`src/rtl/rect_plotter.sv`:
```
// rtl/rect_plotter.sv - rectangle pixel walker driving the frame-buffer plot strobe (optional RECT_CLIP_EN screen clipping)
module rect_plotter #(
    parameter int X_WIDTH      = 8,
    parameter int Y_WIDTH      = 7,
    parameter int COLOUR_WIDTH = 3,
    parameter int SCREEN_W     = 160,
    parameter int SCREEN_H     = 120
) (
    input  logic                    clk,
    input  logic                    resetn,
    input  logic                    start,
    input  logic [X_WIDTH-1:0]      x0,
    input  logic [Y_WIDTH-1:0]      y0,
    input  logic [3:0]              w_m1,
    input  logic [3:0]              h_m1,
    input  logic [COLOUR_WIDTH-1:0] colour_in,
    output logic [X_WIDTH-1:0]      x,
    output logic [Y_WIDTH-1:0]      y,
    output logic [COLOUR_WIDTH-1:0] colour,
    output logic                    plot,
    output logic                    busy,
    output logic                    done
);

    typedef enum logic [1:0] {
        IDLE = 2'd0,
        DRAW = 2'd1,
        DONE = 2'd2
    } state_e;

    state_e                  state_q, state_d;

    // request fields captured on acceptance so the caller may change inputs freely
    logic [X_WIDTH-1:0]      x0_q, x0_d;
    logic [Y_WIDTH-1:0]      y0_q, y0_d;
    logic [3:0]              w_q, w_d;
    logic [3:0]              h_q, h_d;
    logic [COLOUR_WIDTH-1:0] col_q, col_d;

    // offset of the pixel currently presented on x/y
    logic [3:0]              dx_q, dx_d;
    logic [3:0]              dy_q, dy_d;

    logic [X_WIDTH-1:0]      x_q, x_d;
    logic [Y_WIDTH-1:0]      y_q, y_d;
    logic [COLOUR_WIDTH-1:0] colour_q, colour_d;
    logic                    plot_q, plot_d;
    logic                    busy_q, busy_d;
    logic                    done_q, done_d;

    // the next cycle presents a pixel (before any screen mask)
    logic                    draw_d;

`ifdef RECT_CLIP_EN
    localparam logic [X_WIDTH:0] SCREEN_W_L = (X_WIDTH+1)'(SCREEN_W);
    localparam logic [Y_WIDTH:0] SCREEN_H_L = (Y_WIDTH+1)'(SCREEN_H);

    // one extra bit keeps the coordinate unwrapped so off-screen pixels are detectable
    logic [X_WIDTH:0]        ux_d;
    logic [Y_WIDTH:0]        uy_d;
`endif

    // state register and all registered outputs
    always_ff @(posedge clk or negedge resetn) begin
        if (!resetn) begin
            state_q  <= IDLE;
            x0_q     <= '0;
            y0_q     <= '0;
            w_q      <= '0;
            h_q      <= '0;
            col_q    <= '0;
            dx_q     <= '0;
            dy_q     <= '0;
            x_q      <= '0;
            y_q      <= '0;
            colour_q <= '0;
            plot_q   <= 1'b0;
            busy_q   <= 1'b0;
            done_q   <= 1'b0;
        end else begin
            state_q  <= state_d;
            x0_q     <= x0_d;
            y0_q     <= y0_d;
            w_q      <= w_d;
            h_q      <= h_d;
            col_q    <= col_d;
            dx_q     <= dx_d;
            dy_q     <= dy_d;
            x_q      <= x_d;
            y_q      <= y_d;
            colour_q <= colour_d;
            plot_q   <= plot_d;
            busy_q   <= busy_d;
            done_q   <= done_d;
        end
    end

    // next-state, row-major walk and next output values
    always_comb begin
        state_d  = state_q;
        x0_d     = x0_q;
        y0_d     = y0_q;
        w_d      = w_q;
        h_d      = h_q;
        col_d    = col_q;
        dx_d     = dx_q;
        dy_d     = dy_q;
        x_d      = x_q;
        y_d      = y_q;
        colour_d = colour_q;
        draw_d   = 1'b0;
        busy_d   = 1'b0;
        done_d   = 1'b0;
        plot_d   = 1'b0;
`ifdef RECT_CLIP_EN
        ux_d     = '0;
        uy_d     = '0;
`endif

        case (state_q)
            IDLE: begin
                if (start) begin
                    state_d = DRAW;
                    x0_d    = x0;
                    y0_d    = y0;
                    w_d     = w_m1;
                    h_d     = h_m1;
                    col_d   = colour_in;
                    dx_d    = '0;
                    dy_d    = '0;
                    draw_d  = 1'b1;
                    busy_d  = 1'b1;
                end
            end
            DRAW: begin
                busy_d = 1'b1;
                if (dx_q == w_q) begin
                    dx_d = '0;
                    if (dy_q == h_q) begin
                        state_d = DONE;
                        done_d  = 1'b1;
                    end else begin
                        dy_d   = dy_q + 4'd1;
                        draw_d = 1'b1;
                    end
                end else begin
                    dx_d   = dx_q + 4'd1;
                    draw_d = 1'b1;
                end
            end
            DONE: begin
                state_d = IDLE;
            end
            default: begin
                state_d = IDLE;
            end
        endcase

        // coordinates only update while drawing; otherwise they hold the last pixel
        if (draw_d) begin
            colour_d = col_d;
`ifdef RECT_CLIP_EN
            ux_d   = {1'b0, x0_d} + {{(X_WIDTH-3){1'b0}}, dx_d};
            uy_d   = {1'b0, y0_d} + {{(Y_WIDTH-3){1'b0}}, dy_d};
            x_d    = ux_d[X_WIDTH-1:0];
            y_d    = uy_d[Y_WIDTH-1:0];
            plot_d = (ux_d < SCREEN_W_L) && (uy_d < SCREEN_H_L);
`else
            x_d    = x0_d + {{(X_WIDTH-4){1'b0}}, dx_d};
            y_d    = y0_d + {{(Y_WIDTH-4){1'b0}}, dy_d};
            plot_d = 1'b1;
`endif
        end
    end

    assign x      = x_q;
    assign y      = y_q;
    assign colour = colour_q;
    assign plot   = plot_q;
    assign busy   = busy_q;
    assign done   = done_q;

endmodule

```
`config.mk`:
```
export PLATFORM = sky130hd
export DESIGN_NAME = rect_plotter
export DESIGN_NICKNAME = d
export VERILOG_FILES = /design/src/rtl/rect_plotter.sv
export SDC_FILE = /design/constraint.sdc
export NUM_CORES = 1
export LEC_CHECK = 0
export BUFFER_PORTS_ARGS = -buffer_cell sky130_fd_sc_hd__buf_2
export CAP_MARGIN = 20
export CORE_ASPECT_RATIO = 2
export CORE_MARGIN = 2
export CORE_UTILIZATION = 45
export DETAILED_ROUTE_END_ITERATION = 16
export PLACE_DENSITY = 0.67
export SYNTH_ARGS = -nofsm -noshare
export SYNTH_HDL_FRONTEND = slang
export SYNTH_SLANG_ARGS = --single-unit
```
`constraint.sdc`:
```
create_clock -name clk -period 2.99 [get_ports clk]
set_input_delay 0 -clock clk [delete_from_list [all_inputs] [get_ports clk]]
set_output_delay 0 -clock clk [all_outputs]
set_load 0.02 [all_outputs]
```
==> Yosys cells after proc, flatten, opt, wreduce, memory -nomap -nowiden <==
Index checks and enable logic that the tools add are counted.
{ "totals": {"reg_bits": 57, "elab_cells": 53} }
{ "classes": {"addsub": 4, "eq_ne": 6, "muxes": 26, "reduce_logical": 3} }
{ "op_table": {"columns": ["cell", "count"], "rows": [
  ["$mux W4", 5],
  ["$mux W8", 2],
  ["$pmux W4 S2", 2],
  ["$mux W7", 2],
  ["$add A4 B1 Y4 const B", 2],
  ["$add A8 B4 Y8", 1],
  ["$eq A4 B4 Y1", 2],
  ["$add A7 B4 Y7", 1],
  ["$mux W1", 7],
  ["$mux W2", 3],
  ["$mux W3", 2],
  ["$ne A2 B2 Y1 const B", 3],
  ["$pmux W1 S2", 2],
  ["$pmux W2 S2", 1],
  ["$reduce_and A3 Y1", 1],
  ["$eq A2 B1 Y1 const B", 1],
  ["$logic_not A2 Y1", 1],
  ["$reduce_and A2 Y1", 1]
]} }

==> Logic depth before layout (Yosys ltp) <==
Gate-level depths: netlist (run 1).
{ "depth": {"word_depth": 5, "ltp_mapped": 14, "depth_no_buf": 13} }

==> Least setup slack after synthesis (run 1) <==
Ideal clock, no wire load.
{ "synth_timing": {"path_type": "flip-flop to flip-flop", "start": "reg state_q[0]", "end": "reg x_q[6], in the netlist x[6]", "t_arrival_ps": 2887, "required_ps": 2863, "path_slack_ps": -24, "path_stages_with_launch": 15, "n_path_buf": 3, "synth_period_minus_slack_ps": 3014, "cell_sequence": "dfrtp_1 nor3b_1 buf_2 buf_2 buf_2 nand2_1 nand2_1 ha_1 inv_1 fa_1 nand2b_1 a21oi_1 xnor2_1 mux2i_1 mux2_1"} }
{ "synth_via": {"elab_chain_cells": 3, "word_cells_on_any_way": 6, "cone_classes": "1 x add/sub; 1 x eq/ne; 3 x mux; 1 x reduce/logical"} }
{ "synth_lines": {"columns": ["element", "line", "source"], "rows": [
  ["start: declaration", "31", "state_e state_q, state_d;"],
  ["start signal: assignment", "81", "state_q <= state_d;"],
  ["$logic_not A2 Y1", "120", "case (state_q)"],
  ["$mux W8", "120", null],
  ["via x0_d[0]", "34", "logic [X_WIDTH-1:0] x0_q, x0_d;"],
  ["$add A8 B4 Y8", "169", "x_d = x0_d + {{(X_WIDTH-4){1'b0}}, dx_d};"],
  ["end signal: assignment", "74", "x_q <= '0;"],
  ["end signal: assignment", "89", "x_q <= x_d;"],
  ["end: declaration", "44", "logic [X_WIDTH-1:0] x_q, x_d;"]
]} }
The timed path passes the listed nets, and every way through them passes these cells.
A chain may end at the register's enable or synchronous reset.

==> Worst setup path after layout (run 1) <==
{ "layout_timing": {"start": "reg w_q[1]", "end": "reg y_q[6], in the netlist y[6]"} }
{ "layout_via": {"elab_chain_cells": 4, "word_cells_on_any_way": 6, "cone_classes": "1 x add/sub; 1 x eq/ne; 4 x mux"} }
{ "layout_lines": {"columns": ["element", "line", "source"], "rows": [
  ["start: declaration", "36", "logic [3:0] w_q, w_d;"],
  ["start signal: assignment", "84", "w_q <= w_d;"],
  ["$eq A4 B4 Y1", "137", "if (dx_q == w_q) begin"],
  ["$mux W4", "137", null],
  ["$pmux W4 S2", "120", null],
  ["via dy_d[3]", "42", "logic [3:0] dy_q, dy_d;"],
  ["$add A7 B4 Y7", "170", "y_d = y0_d + {{(Y_WIDTH-4){1'b0}}, dy_d};"],
  ["end signal: assignment", "90", "y_q <= y_d;"],
  ["end: declaration", "45", "logic [Y_WIDTH-1:0] y_q, y_d;"]
]} }
The timed path passes the listed nets, and every way through them passes these cells.

==> metrics, run 1 <==
max incr delay on CP=between 0.3 and 0.4 ns; maxcap violations=0; M1 GR Usage=between 20 and 25%; Final Hold Fails=0; cell leakage power=around 2.0 nW; slowest library cell on the worst path=dfrtp_1; Final WS setup=-0.0486 ns; internal power=about 3.1 mW; first-pass GRT wire length=roughly 10 mm; sequential fraction of the synthesis area=around 51%; Final Util=about two thirds; post-route ant nets=0; # DRC=0; max frequency=329 MHz; total negative slack=-0.0486 ns; Max-slew headroom=50.9%; vias in the first global route=2278; Post-Syn Area=2800 sq um; syn nets=305; wire length per cell=14.4 microns; Die Ht=around 120 microns; sequential power share=a little over a quarter; CTS sink cnt=57; Synth cell types=35; switching part of the total=between 30 and 40%; Peak VDD IR=between 0.7 and 0.8 mV; RSZ-0062 raised after global routing=yes; Final period util=102%; Vias=roughly 2200; Chip Width=roughly 60 microns; total power=5.11 mW; CP bufs+invs=1; Synth Register Bits=57; Clock Power Share=between 10% and 20%; crit start category=flip-flop; failing checks=negative setup slack; hpwl dp=about 4.4 mm; outcome=finished, violations left; Pwr Density=around 1300 nW/um^2; critical path endpoint category=flip-flop; family with the most delay on the worst path=simple AND/OR/NAND/NOR gates; GRT Util Overall=about a fifth; IO Pins=50; crit path DAT=roughly 3.3 ns; drt total wl=between 6 and 7 mm; initial antenna violation count=0; CTS clock-pin slew for the worst setup and hold paths=approximately 0.050 ns; Initial Util=around 47%; Longest Clk Path Bufs=2; CP max FO=5; worst slew pin tran=about 0.74 ns; Period minus WS final=between 3 and 4 ns; clock buffer count from CTS=9; critical path, cell by cell=xor2_1, nor4_4, nor3b_4, buf_6, and4_4, mux2i_2, ha_1, o211ai_1, a21oi_2, xnor2_1, mux2i_1, mux2_2; hold crit path type=input pin to flip-flop; met2 Usage GRT=35.7%; Initial DRC Count=71; Worst EP required=~3.2 ns; GPL Wtd Cong=a little under 0.8; Sw Pwr=about 2 mW; Rows=40; largest net degree at the start of global routing=34; Die ar.=between 6000 and 7000 sq um; Pins Over Slew Limit=0; fin nets=about 410; n_diodes=0; clock skew=roughly 0.0034 ns; vias per std cell=between 5 and 6; layout overhead on the synthesized area=39.8%; Synth Warn #=0; H-tree Lvls=3; routing usage on met3=6.92%; root buffer selected by CTS=clkbuf_16; Core Area=about 6000 sq um; share of cells above drive strength 1=between 30% and 40%; CTS tree=yes; GRT overflow=0; global routing's busiest layer=met2; I/O Buffers=49; combinational share of power=between 50 and 60%; final setup vio count=1; Clk Latency, worst-skew pair=about 0.33 ns; Mapped Cells=264; Pre-Repair DR Iteration Count=4; Setup CP Type=flip-flop to flip-flop; synthesized area per cell=between 10 and 15 sq um
## synthesized netlist by cell type, drive strengths merged
library cell | n | area (sq um)
mux2 | 15 | 169
a211oi | 3 | 22.5
a22oi | 2 | 15.0
inv | 11 | 41.3
o31ai | 1 | 7.51
o211ai | 4 | 30.0
and4 | 1 | 8.76
clkbuf | 2 | 7.51
nand3 | 3 | 15.0
nand2b | 5 | 31.3
xnor2 | 11 | 96.3
buf | 6 | 36.3
xor2 | 9 | 78.8
o21ai | 5 | 25.0
nand4 | 2 | 12.5
ha | 10 | 125
fa | 2 | 40.0
o21bai | 3 | 22.5
dfrtp | 57 | 1430
nor3 | 1 | 5.00
nand2 | 69 | 259
mux2i | 10 | 100
a21o | 3 | 22.5
nor4 | 2 | 42.5
a21oi | 9 | 45.0
a31oi | 2 | 18.8
or3b | 1 | 8.76
nor2 | 10 | 37.5
a2bb2oi | 1 | 8.76
nor3b | 2 | 26.3
a22o | 2 | 17.5
## worst min-delay path, delay by kind of cell
kind | cells | cell delay (ns)
buf+inv | 2 | 0.19
mux | 1 | 0.11
## state kept, by name (all words and copies together) (netlist names)
name     flops
x0_q         8
x            8
y0_q         7
y            7
dx_q         4
dy_q         4
h_q          4
w_q          4
col_q        3
colour       3
state_q      2
busy         1
done         1
plot         1
## power by group through the flow
stage	Sequential, mW	Combinational, mW	Clock (mW)
final	1.36	2.77	0.977
after global routing	1.41	3.07	1.03
after CTS	1.36	2.69	0.999
after detailed placement	1.37	2.57	0
after global placement	1.35	2.49	0
after floorplan	1.51	1.66	0
## cells by family (layout without fill, tap and decap cells)
logic type / Yosys count / after routing / synth area share, %
fa+ha+maj: 12 / 12 / 5.89
mux: 25 / 25 / 9.60
flops: 57 / 57 / 50.9
xor+xnor: 20 / 20 / 6.25
buf+inv: 19 / 130 / 3.04
compound gates: 35 / 35 / 8.39
simple gates: 96 / 96 / 15.9
## final cells by class
cell class / count / area, sq um
Clock inverter: 2 / 10.0
Inverter: 11 / 41.3
Fill cell: 486 / 2090
Tap cell: 63 / 78.8
Clock buffer: 14 / 284
Sequential cell: 57 / 1430
Timing Repair Buffer: 103 / 729
Multi-Input combinational cell: 188 / 1350
## cell usage in the layout, fill, tap and decap left out, types with 2 or more instances in the layout
cell,netlist,final
clkinv_2,0,2
buf_4,0,27
a21oi_2,0,3
xnor2_1,11,11
a21oi_1,9,6
nand2b_1,5,4
dfrtp_1,57,57
o211ai_1,4,4
mux2i_1,10,9
mux2_2,11,11
nand3_1,3,3
inv_1,11,11
clkbuf_16,0,9
nand2_1,69,69
mux2_1,4,4
a211oi_1,3,2
a22o_1,2,2
a21o_1,3,3
clkbuf_8,0,4
nand4_1,2,2
o21ai_0,5,5
nor4_4,2,2
buf_2,5,49
o21bai_1,3,3
xor2_1,9,8
nor2_1,10,10
dlygate4sd3_1,0,25
ha_1,10,9
## per-stage QoR
step | worst slack (ns) | instances | hold WS [ns] | cell area, sq um
floorplan | 0.00634 | 264 | -0.296 | 2810
global placement | 0.0680 | 387 | 0.115 | 3240
detailed placement | -0.0317 | 387 | 0.116 | 3240
CTS | 0.000578 | 435 | 0.00647 | 3850
global route | -0.187 | 438 | 0.0277 | 3920
finish | -0.0486 | 438 | 0.0113 | 3920
## per-layer routing
layer	wire length, microns	up-vias
li1	-	1110
met3	211	14
met4	167	0
met2	3440	40
met5	0	-
met1	2490	1078
## path summary, 6_finish.rpt
check	start	to	slack, ns	depth (start not counted)
setup / recovery	w_q[1]	y[6]	-0.05	12
hold / removal	x0[1]	x0_q[1]	0.01	3
setup reg to reg	w_q[1]	y[6]	-0.05	12
hold reg to reg	col_q[2]	col_q[2]	0.47	2
max in group asynchronous	resetn	x0_q[6]	1.89	3
min in group asynchronous	resetn	h_q[0]	0.27	2
## what timing repair did
action                     in CTS  in global routing
setup endpoints to repair       1                  7
pin swaps                       2                  6
buffers inserted                7                  3
gates resized for setup         3                 10
hold endpoints to repair       56                  0
hold buffers                   25                  0
Note: power is estimated with default switching activity, not from simulation.
==> inputs of run 2 (changes only) <==
- CORE_UTILIZATION: 45 -> 39
- PLACE_DENSITY: 0.67 -> 0.59
==> metrics, run 2 (synthesized netlist as in run 1, its figures left out) <==
# DRC=0; post-route met1 wirelength=roughly 2.5 mm; wire length per cell=13.7 microns; n_diodes=0; Rows=43; CP max FO=4; Period minus WS final=2.97 ns; vias in the first global route=between 2000 and 2500; root buffer selected by CTS=clkbuf_16; Final period util=99.3%; fin nets=approximately 410; RSZ-0062 raised after global routing=yes; Vias=between 2000 and 2500; slowest library cell on the worst path=dfrtp_1; Chip Width=around 64 microns; Pins Over Slew Limit=0; clock skew=0.00528 ns; CTS clock-pin slew for the worst setup and hold paths=about 0.05 ns; commonest cells after routing, fill and taps aside=nand2_1 (69), dfrtp_1 (57), buf_2 (49), buf_4 (27), dlygate4sd3_1 (24); Worst EP required=around 3.2 ns; largest net degree at the start of global routing=38; IO Pins=50; outcome=finished clean; Initial DRC Count=75; post-route cell area=roughly 4000 sq um; CTS sink cnt=between 50 and 60; family with the most delay on the worst path=simple AND/OR/NAND/NOR gates; Peak VDD IR=0.666 mV; clock buffer count from CTS=9; Area after DPL=roughly 3300 sq um; WL met3=roughly 170 microns; maxcap violations=0; Max-slew headroom=between 40% and 50%; hold crit path type=input pin to flip-flop; Longest Clk Path Bufs=2; H-tree Lvls=3; cell leakage power=slightly below 2 nW; initial antenna violation count=0; Top Metal Used=met4; first-pass GRT wire length=11.0 mm; Final Hold Fails=0; Pre-Repair DR Iteration Count=4; Pwr Density=1300 nW/um^2; GRT Util Overall=18.4%; crit path DAT=~3.2 ns; dpl ws=-0.0216 ns; Die ar.=about 7900 sq um; worst slew pin tran=0.839 ns; drt total wl=around 6.3 mm; Initial Util=about two fifths; CTS tree=yes; layout overhead on the synthesized area=39.6%; Core Area=between 6000 and 7000 sq um; vias per std cell=a little under 5; GRT overflow=0; critical path endpoint category=flip-flop; Final WS setup=approximately 0.022 ns; GPL Wtd Cong=just over 0.8; Die Ht=approximately 120 microns; CP bufs+invs=1; crit start category=flip-flop; critical path, cell by cell=xor2_1, nor4_4, nor3b_4, buf_4, and4_4, mux2i_2, ha_1, o211ai_1, a21oi_2, xnor2_1, mux2i_1, mux2_2; Clk Latency, worst-skew pair=between 0.3 and 0.4 ns; final setup vio count=0; max incr delay on CP=approximately 0.39 ns; Setup CP Type=flip-flop to flip-flop; max frequency=about 340 MHz; I/O Buffers=between 40 and 50; met2 routed WL=around 3.4 mm; post-route ant nets=0; total power=5.07 mW; hpwl dp=roughly 4.5 mm; share of cells above drive strength 1=a little under a third; most common cell after layout, fill and taps aside=nand2_1
-- run 2: routing by layer --
| metal | GRT usage [%] | up-vias |
|---|---|---|
| met3 | 4.07 | 15 |
| met1 | 19.6 | 1083 |
| met5 | 0 | - |
| li1 | - | 1094 |
| met2 | 32.6 | 38 |
| met4 | 11.0 | 0 |
-- run 2: cell type report --
class / count / area, sq um
sequential: 57 / 1430
inverter: 11 / 41.3
fill: 647 / 3030
tap: 90 / 113
timing repair buffer: 100 / 688
clock inverter: 2 / 10.0
clock buffer: 14 / 284
multi-input combinational: 188 / 1350
-- run 2: path summary, 6_finish.rpt --
kind / start / end / slack [ns] / cells after the start
max in group asynchronous: resetn / state_q[0] / 1.89 / 3
min reg2reg: col_q[0] / col_q[0] / 0.46 / 2
max: w_q[1] / y[6] / 0.02 / 12
min: y0[4] / y0_q[4] / 0.003 / 2
max reg2reg: w_q[1] / y[6] / 0.02 / 12
min in group asynchronous: resetn / y0_q[4] / 0.31 / 2
-- run 2: metrics by stage --
| step | std cells | TNS (ns) | utilization (%) | hold WS, ns |
|---|---|---|---|---|
| 2_1_floorplan | 264 | 0 | - | -0.296 |
| 4_1_cts | 461 | -0.0192 | 56.0 | 0.00519 |
| 5_1_grt | 462 | -0.466 | 56.4 | 0.00630 |
| 3_5_place_dp | 413 | -0.0216 | 46.9 | 0.151 |
| 6_report | 462 | 0 | 56.4 | 0.00284 |
| 3_3_place_gp | 413 | 0 | 46.9 | 0.142 |
-- run 2: report_power, final --
group	switching [mW]	internal, mW
Clock	0.334	0.647
Combinational	1.43	1.30
Sequential	0.203	1.16
-- run 2: timing repair --
action	CTS	global route
buffers inserted	8	1
endpoints found under the setup margin	2	7
hold endpoints to repair	59	0
pin swaps	5	4
gates resized for setup	6	5
hold buffers	24	0
==> inputs of run 3 (changes only) <==
- ABC_AREA: default -> 1
==> metrics, run 3 <==
share of the synthesized area in the top cell type=between 50% and 60%; crit path DAT=between 2 and 3 ns; CTS tree=yes; Area after DPL=approximately 3200 sq um; Setup CP Type=flip-flop to flip-flop; sequential fraction of the synthesis area=a little over 50%; Sw Pwr=approximately 1.9 mW; max frequency=~380 MHz; maxcap violations=0; clock buffer count from CTS=9; Die ar.=between 8000 and 9000 sq um; Mapped Cells=about 350; internal power=around 2.7 mW; final setup vio count=0; Pre-Repair DR Iteration Count=4; fin nets=471; clock skew=between 0.008 and 0.009 ns; Synth Register Bits=57; total power=approximately 4.5 mW; most instantiated library cell after synthesis=nand2_1; Pins Over Slew Limit=0; Clk Latency, worst-skew pair=0.33 ns; synthesized area per cell=8.07 sq um; CP max FO=6; post-route cell area=roughly 3700 sq um; root buffer selected by CTS=clkbuf_16; Max-slew headroom=between 40% and 50%; Chip Width=between 60 and 70 microns; syn nets=roughly 400; vias in the first global route=2400; layout overhead on the synthesized area=30.4%; Post-Syn Area=roughly 2800 sq um; crit start category=flip-flop; sequential power share=about 30%; first-pass GRT wire length=around 11 mm; Post-synth EDFFs=0; Longest Clk Path Bufs=2; switching part of the total=roughly two fifths; worst slew pin tran=~0.80 ns; met2 routed WL=about 3.1 mm; Die Ht=125 microns; post-synthesis cell type with the largest combined area=dfrtp_1; RSZ-0062 raised after global routing=no; Worst EP required=~3.2 ns; cell leakage power=about 2.0 nW; CTS sink cnt=57; Rows=44; vias per std cell=roughly 4.7; most common library cells after synthesis=nand2_1 (158), dfrtp_1 (57), inv_1 (31); post-route met1 wirelength=about 2.6 mm; hold crit path type=input pin to flip-flop; top post-synthesis cells by area=dfrtp_1 (50%), nand2_1 (21%), nand3_1 (4.6%), ha_1 (4.4%), inv_1 (4.1%); layout filler cell count=between 700 and 800; Synth async-reset ratio=100%; Initial Util=39.6%; Synth Warn #=0; Period minus WS final=~2.6 ns; CTS clock-pin slew for the worst setup and hold paths=about 0.050 ns; worst-case hold slack=between 0.01 and 0.015 ns; total negative slack=0 ns; initial antenna violation count=0; commonest cells after routing, fill and taps aside=nand2_1 (158), dfrtp_1 (57), buf_2 (49), inv_1 (31), nand3_1 (26); Core Area=about 7200 sq um; critical path endpoint category=flip-flop; crit path from=dx_q[0]; combinational share of power=48.7%; Post-synth top flop=dfrtp_1; n_diodes=0; outcome=finished clean; WL met3=249 microns; share of cells above drive strength 1=between 10% and 20%; Vias=between 2000 and 2500; Top Metal Used=met4; GRT Util Overall=about 17%; I/O Buffers=49; R2R Path Start=dx_q[0]; GRT overflow=0; wire length per cell=between 10 and 15 microns; Peak VDD IR=~0.77 mV; Clock Power Share=between 20% and 30%; most common cell after layout, fill and taps aside=nand2_1; IO Pins=50; hpwl dp=~4.4 mm; # DRC=0; Synth cell types=25; H-tree Lvls=3; DP Cell Count=slightly below 500; Pwr Density=1230 nW/um^2; drt total wl=about 6.1 mm; GPL Wtd Cong=roughly 0.8; HP Start=start; largest net degree at the start of global routing=37; Post-Layout Cell Count=~530; Final period util=between 80% and 90%; Final Hold Fails=0; post-route ant nets=0; Initial DRC Count=between 100 and 150
==> run 3: cell count changes in the layout (fill, tap and decap cells not counted), moves of 4 or more <==
cell / delta
mux2_1: -4
mux2_2: -10
nand2_1: +89
inv_1: +20
inv_2: +4
a21oi_1: -4
or2_2: +4
buf_4: -22
nand2b_1: -4
nand3_1: +23
mux2i_1: -9
xnor2_1: -8
o21ai_0: +4
==> run 3: path summary, 6_finish.rpt <==
path                              to  slack, ns  depth (start not counted)
min reg2reg                colour[1]       0.46                          2
min                          x0_q[5]       0.01                          3
max reg2reg                     x[6]       0.36                         12
min in group asynchronous     h_q[2]       0.30                          2
max                             x[6]       0.36                         12
max in group asynchronous    x0_q[4]       1.90                          3
==> run 3: layout make-up <==
class                   instances  area [sq um]  area share, %
flip-flops and latches         57          1430           38.6
multi-input cells             250          1220           32.9
repair buffers                 77           513           13.9
clock buffers                  14           284           7.68
inverters                      35           131           3.55
well taps                      92           115           3.11
clock inverters                 2          10.0          0.271
==> run 3: timing repair <==
action	4_1_cts	5_1_grt
hold endpoints to repair	60	0
hold buffers	23	0
setup endpoints to repair	0	2
gates resized for setup	0	3
buffers inserted	0	0
==> run 3: power by group through the flow <==
stage	combinational (mW)	sequential (mW)	clock, mW
2_1_floorplan	1.55	1.49	0
3_3_place_gp	2.15	1.36	0
3_5_place_dp	2.20	1.37	0
4_1_cts	2.24	1.36	0.995
5_1_grt	2.60	1.41	1.03
6_report	2.21	1.36	0.971
==> run 3: kinds of logic (layout without fill, tap and decap cells) <==
group	count (synthesis)	count (layout)	share of synthesized area [%]
simple gates	211	211	30.9
flops	57	57	50.3
buf+inv	44	128	6.84
compound gates	18	18	3.36
fa+ha+maj	12	12	5.83
xor+xnor	9	9	2.78
==> run 3: critical path, cell delays in order, from the launching register on <==
cell      delay (ns)
dfrtp_1         0.41
xor2_1          0.17
nor2_1          0.05
nand2_1         0.21
nand2_2         0.14
o21ai_1         0.24
ha_1            0.21
inv_1           0.06
fa_1            0.40
o211ai_1        0.35
nand3_1         0.12
nand3_1         0.09
nand2_1         0.07
==> run 3: per-stage QoR <==
stage / worst slack, ns / util (%)
after global placement: 0.308 / 44.3
after detailed placement: 0.197 / 44.3
after CTS: 0.187 / 51.6
final: 0.355 / 51.6
after global routing: 0.0884 / 51.6
after floorplan: 0.465 / -
==> run 3: layer usage <==
layer	up-vias	global-route usage [%]
met1	1142	20.0
met4	0	8.26
met2	55	29.6
met3	8	4.16
met5	-	0
li1	1251	-
